`src/rtl/seg_pkg.sv`:
```
// Shared constants and types for the multiplexed 7-segment scan decoder.
package seg_pkg;

    localparam int unsigned NUM_DIGITS = 8;
    localparam int unsigned CODE_W     = 4;
    localparam int unsigned CNT_W      = 8;

    // Bit positions inside the 8-bit seg_n bus
    localparam int unsigned SEG_A  = 7;
    localparam int unsigned SEG_B  = 6;
    localparam int unsigned SEG_C  = 5;
    localparam int unsigned SEG_D  = 4;
    localparam int unsigned SEG_E  = 3;
    localparam int unsigned SEG_F  = 2;
    localparam int unsigned SEG_G  = 1;
    localparam int unsigned SEG_DP = 0;

    // Active-high a..g glyphs, a in the MSB
    localparam logic [6:0] GLYPH_0 = 7'b1111110;
    localparam logic [6:0] GLYPH_1 = 7'b0110000;
    localparam logic [6:0] GLYPH_2 = 7'b1101101;
    localparam logic [6:0] GLYPH_3 = 7'b1111001;
    localparam logic [6:0] GLYPH_4 = 7'b0110011;
    localparam logic [6:0] GLYPH_5 = 7'b1011011;
    localparam logic [6:0] GLYPH_6 = 7'b1011111;
    localparam logic [6:0] GLYPH_7 = 7'b1110000;
    localparam logic [6:0] GLYPH_8 = 7'b1111111;
    localparam logic [6:0] GLYPH_9 = 7'b1111011;

    localparam logic [CODE_W-1:0] CODE_BLANK = 4'hF;
    localparam logic [CODE_W-1:0] CODE_ERR   = 4'hE;

    typedef enum logic {
        FRAME_EMPTY = 1'b0,
        FRAME_HELD  = 1'b1
    } frame_state_e;

    // Position of the lowest low bit of an active-low enable vector
    function automatic logic [2:0] low_index(input logic [NUM_DIGITS-1:0] an);
        low_index = '0;
        for (int i = NUM_DIGITS - 1; i >= 0; i--) begin
            if (!an[i]) low_index = 3'(i);
        end
    endfunction

endpackage

```
`src/rtl/seg8bcd.sv`:
```
// Combinational glyph-to-code decoder for one 7-segment digit.
module seg8bcd
    import seg_pkg::*;
(
    input  logic [6:0]        seg,
    output logic [CODE_W-1:0] code,
    output logic              err
);

    always_comb begin
        code = CODE_ERR;
        err  = 1'b1;
        case (seg)
            GLYPH_0: begin code = 4'd0; err = 1'b0; end
            GLYPH_1: begin code = 4'd1; err = 1'b0; end
            GLYPH_2: begin code = 4'd2; err = 1'b0; end
            GLYPH_3: begin code = 4'd3; err = 1'b0; end
            GLYPH_4: begin code = 4'd4; err = 1'b0; end
            GLYPH_5: begin code = 4'd5; err = 1'b0; end
            GLYPH_6: begin code = 4'd6; err = 1'b0; end
            GLYPH_7: begin code = 4'd7; err = 1'b0; end
            GLYPH_8: begin code = 4'd8; err = 1'b0; end
            GLYPH_9: begin code = 4'd9; err = 1'b0; end
            7'h00:   begin code = CODE_BLANK; err = 1'b0; end
            default: ;
        endcase
    end

endmodule

```
`src/rtl/seg8_scan_decoder.sv`:
```
// Recovers an 8-digit frame from a scanned 7-segment display bus and hands it
// to a consumer over a valid/ready handshake.
module seg8_scan_decoder
    import seg_pkg::*;
#(
    parameter int unsigned STABLE_CYCLES = 4
) (
    input  logic                         clk,
    input  logic                         rst,
    input  logic [7:0]                   seg_n,
    input  logic [NUM_DIGITS-1:0]        an_n,
    input  logic                         out_ready,
    output logic                         out_valid,
    output logic [NUM_DIGITS*CODE_W-1:0] out_bcd,
    output logic [NUM_DIGITS-1:0]        out_dp,
    output logic [NUM_DIGITS-1:0]        out_err,
    output logic                         overrun
);

    localparam logic [CNT_W-1:0] CAPTURE_AT = CNT_W'(STABLE_CYCLES - 2);
    localparam int unsigned      BCD_W      = NUM_DIGITS * CODE_W;

    logic [7:0]            seg_q, seg_d;
    logic [NUM_DIGITS-1:0] an_q, an_d;
    logic [CNT_W-1:0]      cnt_q, cnt_d;
    logic [NUM_DIGITS-1:0] mask_q, mask_d;
    logic [BCD_W-1:0]      shadow_bcd_q, shadow_bcd_d;
    logic [NUM_DIGITS-1:0] shadow_dp_q, shadow_dp_d;
    logic [NUM_DIGITS-1:0] shadow_err_q, shadow_err_d;
    logic [BCD_W-1:0]      out_bcd_q, out_bcd_d;
    logic [NUM_DIGITS-1:0] out_dp_q, out_dp_d;
    logic [NUM_DIGITS-1:0] out_err_q, out_err_d;
    logic                  overrun_q, overrun_d;
    frame_state_e          state_q, state_d;

    logic [6:0]        seg_act;
    logic [CODE_W-1:0] dec_code;
    logic              dec_err;
    logic              stable;
    logic              capture;
    logic              complete;
    logic [2:0]        digit;

    assign seg_act = ~seg_q[SEG_A:SEG_G];

    seg8bcd u_dec (
        .seg  (seg_act),
        .code (dec_code),
        .err  (dec_err)
    );

    always_comb begin
        seg_d        = seg_n;
        an_d         = an_n;
        cnt_d        = cnt_q;
        mask_d       = mask_q;
        shadow_bcd_d = shadow_bcd_q;
        shadow_dp_d  = shadow_dp_q;
        shadow_err_d = shadow_err_q;
        out_bcd_d    = out_bcd_q;
        out_dp_d     = out_dp_q;
        out_err_d    = out_err_q;
        overrun_d    = 1'b0;
        state_d      = state_q;
        complete     = 1'b0;
        digit        = low_index(an_q);

        // Stability filter: run length of identical samples, saturating
        stable = (seg_n == seg_q) && (an_n == an_q);
        if (!stable) begin
            cnt_d = '0;
        end else if (cnt_q != {CNT_W{1'b1}}) begin
            cnt_d = cnt_q + CNT_W'(1);
        end

        // Capture once per stable period, only with exactly one digit enabled
        capture = stable && (cnt_q == CAPTURE_AT) && $onehot(~an_q);
        if (capture) begin
            shadow_bcd_d[{digit, 2'b00} +: CODE_W] = dec_code;
            shadow_dp_d[digit]                     = ~seg_q[SEG_DP];
            shadow_err_d[digit]                    = dec_err;
            mask_d                                 = mask_q | (NUM_DIGITS'(1) << digit);
            complete                               = (mask_d == {NUM_DIGITS{1'b1}});
        end

        // Output handshake; a completed frame always wins over the old one
        if (complete) begin
            mask_d    = '0;
            out_bcd_d = shadow_bcd_d;
            out_dp_d  = shadow_dp_d;
            out_err_d = shadow_err_d;
            overrun_d = (state_q == FRAME_HELD) && !out_ready;
            state_d   = FRAME_HELD;
        end else if ((state_q == FRAME_HELD) && out_ready) begin
            state_d = FRAME_EMPTY;
        end
    end

    always_ff @(posedge clk) begin
        if (rst) begin
            seg_q        <= 8'hFF;
            an_q         <= {NUM_DIGITS{1'b1}};
            cnt_q        <= '0;
            mask_q       <= '0;
            shadow_bcd_q <= '0;
            shadow_dp_q  <= '0;
            shadow_err_q <= '0;
            out_bcd_q    <= '0;
            out_dp_q     <= '0;
            out_err_q    <= '0;
            overrun_q    <= 1'b0;
            state_q      <= FRAME_EMPTY;
        end else begin
            seg_q        <= seg_d;
            an_q         <= an_d;
            cnt_q        <= cnt_d;
            mask_q       <= mask_d;
            shadow_bcd_q <= shadow_bcd_d;
            shadow_dp_q  <= shadow_dp_d;
            shadow_err_q <= shadow_err_d;
            out_bcd_q    <= out_bcd_d;
            out_dp_q     <= out_dp_d;
            out_err_q    <= out_err_d;
            overrun_q    <= overrun_d;
            state_q      <= state_d;
        end
    end

    assign out_valid = (state_q == FRAME_HELD);
    assign out_bcd   = out_bcd_q;
    assign out_dp    = out_dp_q;
    assign out_err   = out_err_q;
    assign overrun   = overrun_q;

endmodule

```
`config.mk`:
```
export PLATFORM = sky130hd
export DESIGN_NAME = seg8_scan_decoder
export DESIGN_NICKNAME = d
export VERILOG_FILES = /design/src/rtl/seg_pkg.sv /design/src/rtl/seg8bcd.sv /design/src/rtl/seg8_scan_decoder.sv
export SDC_FILE = /design/constraint.sdc
export NUM_CORES = 1
export LEC_CHECK = 0
export BUFFER_PORTS_ARGS = -buffer_cell sky130_fd_sc_hd__clkbuf_2
export CORE_MARGIN = 1
export CORE_UTILIZATION = 47
export DETAILED_ROUTE_END_ITERATION = 10
export GPL_ROUTABILITY_DRIVEN = 0
export PLACE_DENSITY = 0.66
export SYNTH_ARGS = -nofsm -noshare
export SYNTH_HDL_FRONTEND = slang
export SYNTH_SLANG_ARGS = --single-unit
export TNS_END_PERCENT = 10
```
`constraint.sdc`:
```
create_clock -name clk -period 13.7 [get_ports clk]
set_clock_uncertainty 0.1 [all_clocks]
set_input_delay 2.74 -clock clk [delete_from_list [all_inputs] [get_ports clk]]
set_output_delay 2.74 -clock clk [all_outputs]
set_load 0.05 [all_outputs]
```
==> After elaboration in Yosys (flattened, before gate mapping) <==
Index checks and enable logic that the tools add are counted.
{ "word_totals": {"ff_bits": 130, "word_cells": 82, "input_bits": 19} }
{ "op_classes": {"n_lt_le_gt_ge": 2, "shift": 3, "addsub": 9, "muxes": 21, "n_reduce_logical": 13, "n_eq_ne": 16, "n_bitwise": 6} }
{ "ops": {"columns": ["operator", "n"], "rows": [
  ["equality test 7 bit, second input constant", 8],
  ["case mux 4 bit (11 select lines)", 1],
  ["bitwise mux 32 bit", 1],
  ["2-to-1 mux 32 bit", 1],
  ["variable shift 4 x 7 -> 32 bit, first input constant", 1],
  ["indexed part select 4 x 7 -> 32 bit", 1],
  ["2-to-1 mux 3 bit", 8],
  ["bitwise mux 8 bit", 2],
  ["equality test 8 bit", 2],
  ["2-to-1 mux 8 bit", 2],
  ["equality test 7 x 6 -> 1 bit, second input constant", 2],
  ["OR reduction 11 bit", 1],
  ["adder 1 x 1 -> 2 bit", 4],
  ["adder 8 x 1 -> 8 bit, second input constant", 1],
  ["equality test 8 x 2 -> 1 bit, second input constant", 1],
  ["equality test 8 bit, second input constant", 1],
  ["!= test 8 bit, second input constant", 1],
  ["inverter 8 bit", 1],
  ["OR 8 bit", 1],
  ["<< shifter 1 x 3 -> 8 bit, first input constant", 1],
  ["logical NOT 7 bit", 1],
  ["negation 5 -> 7 bit", 1],
  ["inverter 7 bit", 1],
  ["adder 2 x 2 -> 3 bit", 2],
  ["11 further kinds", 24]
]} }

==> Longest topological paths before layout <==
{ "logic_depth": {"depth_word": 14, "depth_mapped": 15, "depth_no_buf": 13} }

==> Cells and area by module <==
Synthesis repeated with hierarchy kept, for this count alone.
{ "hier_totals": {"hier_cells": 666, "area_unflattened_um2": 6037.0} }
{ "by_module_without_submodules": {"columns": ["mod", "area_each_um2", "seq_area_each_um2", "cells_each", "instances"], "rows": [
  ["seg8_scan_decoder", 5806.8, 2602.5, 632, 1],
  ["seg8bcd", 230.2, 0.0, 34, 1]
]} }

==> Worst setup path before layout <==
OpenSTA, ideal clock, no wires.
{ "synth_timing": {"path_kind": "input -> register", "start": "in an_n[7]", "end": "reg out_bcd_q[16], in the netlist out_bcd[16]", "slack_ns": 9.102, "cell_stages": 7, "n_path_buf": 1, "arrival_ns": 4.417, "setup_ns": 0.081, "path_cell_list": "xor2_1 > nor4_1 > nand4_2 > or4b_1 > buf_2 > mux2i_2 > a211oi_2"} }
{ "synth_between": {"elab_chain_len": 5, "elab_cells_between_ends": 6} }
{ "synth_rtl": {"columns": ["item", "line", "source"], "rows": [
  ["start: declaration", "seg8_scan_decoder.sv:11", "input logic [NUM_DIGITS-1:0] an_n,"],
  ["equality test 8 bit *", "seg8_scan_decoder.sv:69", "stable = (seg_n == seg_q) && (an_n == an_q);"],
  ["logical AND 1 bit *", "seg8_scan_decoder.sv:69", null],
  ["logical AND 1 bit * (2 in a row)", "seg8_scan_decoder.sv:77", "capture = stable && (cnt_q == CAPTURE_AT) && $onehot(~an_q);"],
  ["2-to-1 mux 32 bit / 2-to-1 mux 1 bit (equally long branches)", "seg8_scan_decoder.sv:78", "if (capture) begin"],
  ["end signal: assignment", "seg8_scan_decoder.sv:121", "out_bcd_q <= out_bcd_d;"],
  ["end: declaration", "seg8_scan_decoder.sv:30", "logic [BCD_W-1:0] out_bcd_q, out_bcd_d;"]
]} }
Mark *: on every way between the ends. The rest lies on a longest branch, timed or not.
A chain may end at the register's enable or synchronous reset.

==> Worst setup path after layout <==
{ "layout_timing": {"start": "in an_n[2]", "end": "reg out_err_q[4], in the netlist out_err[4]"} }
{ "layout_between": {"elab_chain_len": 5, "elab_cells_between_ends": 6} }
{ "layout_rtl": {"columns": ["item", "line", "source"], "rows": [
  ["equality test 8 bit *", "seg8_scan_decoder.sv:69", null],
  ["logical AND 1 bit *", "seg8_scan_decoder.sv:69", null],
  ["logical AND 1 bit * (2 in a row)", "seg8_scan_decoder.sv:77", null],
  ["2-to-1 mux 8 bit / 2-to-1 mux 1 bit (equally long branches)", "seg8_scan_decoder.sv:78", null],
  ["end signal: assignment", "seg8_scan_decoder.sv:123", "out_err_q <= out_err_d;"],
  ["end: declaration", "seg8_scan_decoder.sv:32", "logic [NUM_DIGITS-1:0] out_err_q, out_err_d;"]
]} }
Marks and branches as above.

==> flow_metrics.tcl <==
set metrics [dict create \
    timing_hold_violations_final 0 \
    net_total_in_the_final_layout 714 \
    worst_ir_drop_vdd_uv 90.4 \
    cpLargestDelayFamily "simple AND/OR/NAND/NOR gates" \
    clock_period_minus_final_worst_setup_slack_ps 5430 \
    synthArstFlopShare_pct 0 \
    slew_headroom_pct 30.9 \
    status "finished, final reports clean" \
    path_buf_inv 2 \
    power_leakage_uw 0.00270 \
    cts_setup_buffers 0 \
    ys.warnings.count 0 \
    placed_cells 833 \
    cts_htree_levels 4 \
    clk_pin_slew_ps 60 \
    clock_path_buffers 2 \
    fillCellCount 1114 \
    critical_path.slowest_cell "sky130_fd_sc_hd__nand4_2" \
    synth_most_common_cell "sky130_fd_sc_hd__dfxtp_1" \
    synth_common_cells "130 x sky130_fd_sc_hd__dfxtp_1, 115 x sky130_fd_sc_hd__nor2_1, 41 x sky130_fd_sc_hd__mux2i_1" \
    antenna_cells_inserted 0 \
    grtUsageTotal_pct 21.7 \
    critPathKind "in2reg" \
    global_route.overflow_total 0 \
    power_density_mw_per_mm2 128 \
    max_clock_freq_mhz 184 \
    dominantRegCellSynth "sky130_fd_sc_hd__dfxtp_1" \
    critPathCaptureType "flip-flop" \
    dr.pass1.iters 5 \
    worst_slack_after_detailed_placement_ps 7820 \
    clock_insertion_delay_worst_skew_ps 420 \
    die_height_um 115 \
    post_route_cells_drive_above_1_share_pct 24.7 \
    post_syn_area_sq_mm 0.00603 \
    crit_path_cell_trace "clkbuf_2 -> xor2_1 -> nor4_2 -> nand4_2 -> nor4_4 -> buf_4 -> nor2_1 -> a211oi_1" \
    worst_path_max_fanout 56 \
    design.core.area_sq_mm 0.0126 \
    route.detailed.vias_per_inst 5.41 \
    final_worst_path_period_share_pct 39.6 \
    rsz0062_at_grt "false" \
    sequential_to_total_area_share_from_yosys_stat_pct 43.2 \
    route.vias.total 4676 \
    floorplan.initialDensity_pct 48.0 \
    tritoncts_clock_tree "done" \
    timing.hold.worst.class "reg2reg" \
    yosys.area.top_type_share_pct 43.2 \
    io_pins 69 \
    synth_cell_types 63 \
    final.setup.tns_ps 0 \
    placement_rows 41 \
    flow.area_growth_from_synthesis_pct 16.1 \
    drt_drc_violations_left 0 \
    setup_viol 0 \
    maxCapViolCount 0 \
    cts.repair.resized 0 \
    grt_pass1_vias 4404 \
    synth_edf_count 0 \
    drtAntennaViolNets 0 \
    place.detailed.hpwl_mm 9.53 \
    ctsHoldBuffers 0 \
    avgRoutedWirePerCell_um 15.7 \
    critPathLaunchType "input port" \
    die-width_um 115 \
    grt_pass1_wl_mm 22.2 \
    max_slew.worst_pin.slew_ps 1030 \
    timing.critical_path.arrival_ps 5650 \
    grt_antenna_before_repair 0 \
    total_power_uw 899 \
    portBuffers 68 \
    synth.ff_latch_count 130 \
    crit_required_ps 13920 \
    fp.dieArea_sq_mm 0.0133 \
    postRouteWirelength_mm 13.5 \
    synth_top_area_cell "sky130_fd_sc_hd__dfxtp_1" \
    clock_tree.root_cell "sky130_fd_sc_hd__clkbuf_16" \
    synth.avg_cell_area_sq_um 9.60 \
    drt_iter0_markers 355 \
    fin_ws_ps 8270 \
    netlist_instances 628 \
    synth.top_cells.by_area "sky130_fd_sc_hd__dfxtp_1 43%, sky130_fd_sc_hd__nor2_1 7.2%, sky130_fd_sc_hd__mux2i_1 6.8%" \
    finish.cell_count_without_fillers 864 \
    cts_num_sinks 130 \
    syn-num-nets 662 \
    cts_inserted_buffers 17 \
    timing.critical_path.slowest_cell_delay_ps 830 \
    maxSlewViolCount 0 \
    maximum_number_of_pins_on_one_net_before_global_route_repair 86 \
]
[cell families after synthesis]
family / count (synthesis) / synth area share, %
AOI/OAI and AO/OA: 106 / 14.7
muxes: 42 / 7.04
DFF: 130 / 43.2
buffers and inverters: 66 / 5.23
and+or+nand+nor: 249 / 23.4
xor gates and xnor gates: 20 / 2.91
adders and majority gates: 15 / 3.61
[through the flow]
| stage | utilization, % | hold slack [ps] | area, sq um |
|---|---|---|---|
| floorplan | - | 332 | 6030 |
| global placement | 51.0 | 339 | 6410 |
| detailed placement | 51.0 | 348 | 6410 |
| CTS | 55.7 | 368 | 7000 |
| global route | 55.7 | 389 | 7000 |
| finish | 55.7 | 369 | 7000 |
[metal layers]
layer  vias up  GRT usage (%)  routed length, um
li1       2303              -                  -
met1      2239           28.7               6440
met2       112           34.3               6300
met3        22           6.01                592
met4         0           6.93                195
met5         -              0                  0
[sequential cells by signal, indices dropped and copies added (netlist names)]
register      cells
an_q              8
cnt_q             8
mask_q            8
out_bcd          32
out_dp            8
out_err           8
out_valid         1
overrun           1
seg_q             8
shadow_bcd_q     32
shadow_dp_q       8
shadow_err_q      8
[final timing paths]
check,depth (start not counted),slack [ps],start,end
worst max register to register,13,8450,an_q[1],out_bcd[19]
worst min register to register,2,370,shadow_bcd_q[15],shadow_bcd_q[15]
worst max-delay path,8,8270,an_n[2],out_err[4]
worst min-delay path,2,370,shadow_bcd_q[15],shadow_bcd_q[15]
[final cells by class]
type	count	area, sq um	area share, %
Clock buffer	18	429	6.13
Clock inverter	13	159	2.27
Inverter	27	101	1.45
Multi-Input combinational cell	432	3120	44.6
Sequential cell	130	2600	37.2
Tap cell	172	215	3.07
Timing Repair Buffer	72	373	5.33
[worst register-to-register path, delay by kind of cell (launching register included)]
family	cells	cell delay, ps
AO/OA/AOI/OAI	3	910
buffers and inverters	2	140
AND/OR/NAND/NOR	3	1360
flip-flops	1	670
adder cells (fa/ha/maj)	5	2010
[power by group]
part           internal, uW  leakage (uW)  switching (uW)  total (uW)
combinational          20.8       0.00136            39.5        60.3
sequential              381       0.00105            6.31         387
clock                   284      0.000282             168         452
total                   686       0.00270             213         899
[cell usage in the layout (no fill, tap or decap), types with 3 or more instances in the layout]
cell type	n
sky130_fd_sc_hd__xor2_1	19
sky130_fd_sc_hd__clkinvlp_4	3
sky130_fd_sc_hd__fa_1	4
sky130_fd_sc_hd__inv_1	27
sky130_fd_sc_hd__nand4_1	8
sky130_fd_sc_hd__buf_4	5
sky130_fd_sc_hd__or2_2	17
sky130_fd_sc_hd__ha_1	11
sky130_fd_sc_hd__o21ba_1	3
sky130_fd_sc_hd__nand2b_1	8
sky130_fd_sc_hd__o21ai_1	4
sky130_fd_sc_hd__mux2i_1	41
sky130_fd_sc_hd__a211oi_2	25
sky130_fd_sc_hd__clkbuf_2	67
sky130_fd_sc_hd__clkbuf_16	17
sky130_fd_sc_hd__nor2_1	115
sky130_fd_sc_hd__nand2_1	17
sky130_fd_sc_hd__or2_1	3
sky130_fd_sc_hd__a21oi_1	24
sky130_fd_sc_hd__nor4b_1	3
sky130_fd_sc_hd__a211oi_1	18
sky130_fd_sc_hd__clkinv_2	4
sky130_fd_sc_hd__a31oi_1	8
sky130_fd_sc_hd__nor4_2	3
sky130_fd_sc_hd__dfxtp_1	130
sky130_fd_sc_hd__nor3_1	9
sky130_fd_sc_hd__nor3_2	5
sky130_fd_sc_hd__nand3_1	23
sky130_fd_sc_hd__nor4_4	8
sky130_fd_sc_hd__o21bai_1	6
sky130_fd_sc_hd__bufinv_16	3
sky130_fd_sc_hd__nand3b_1	3
sky130_fd_sc_hd__nor2b_1	3
sky130_fd_sc_hd__or3_1	4
sky130_fd_sc_hd__o21ai_0	3
(Power assumes the default switching activity.)
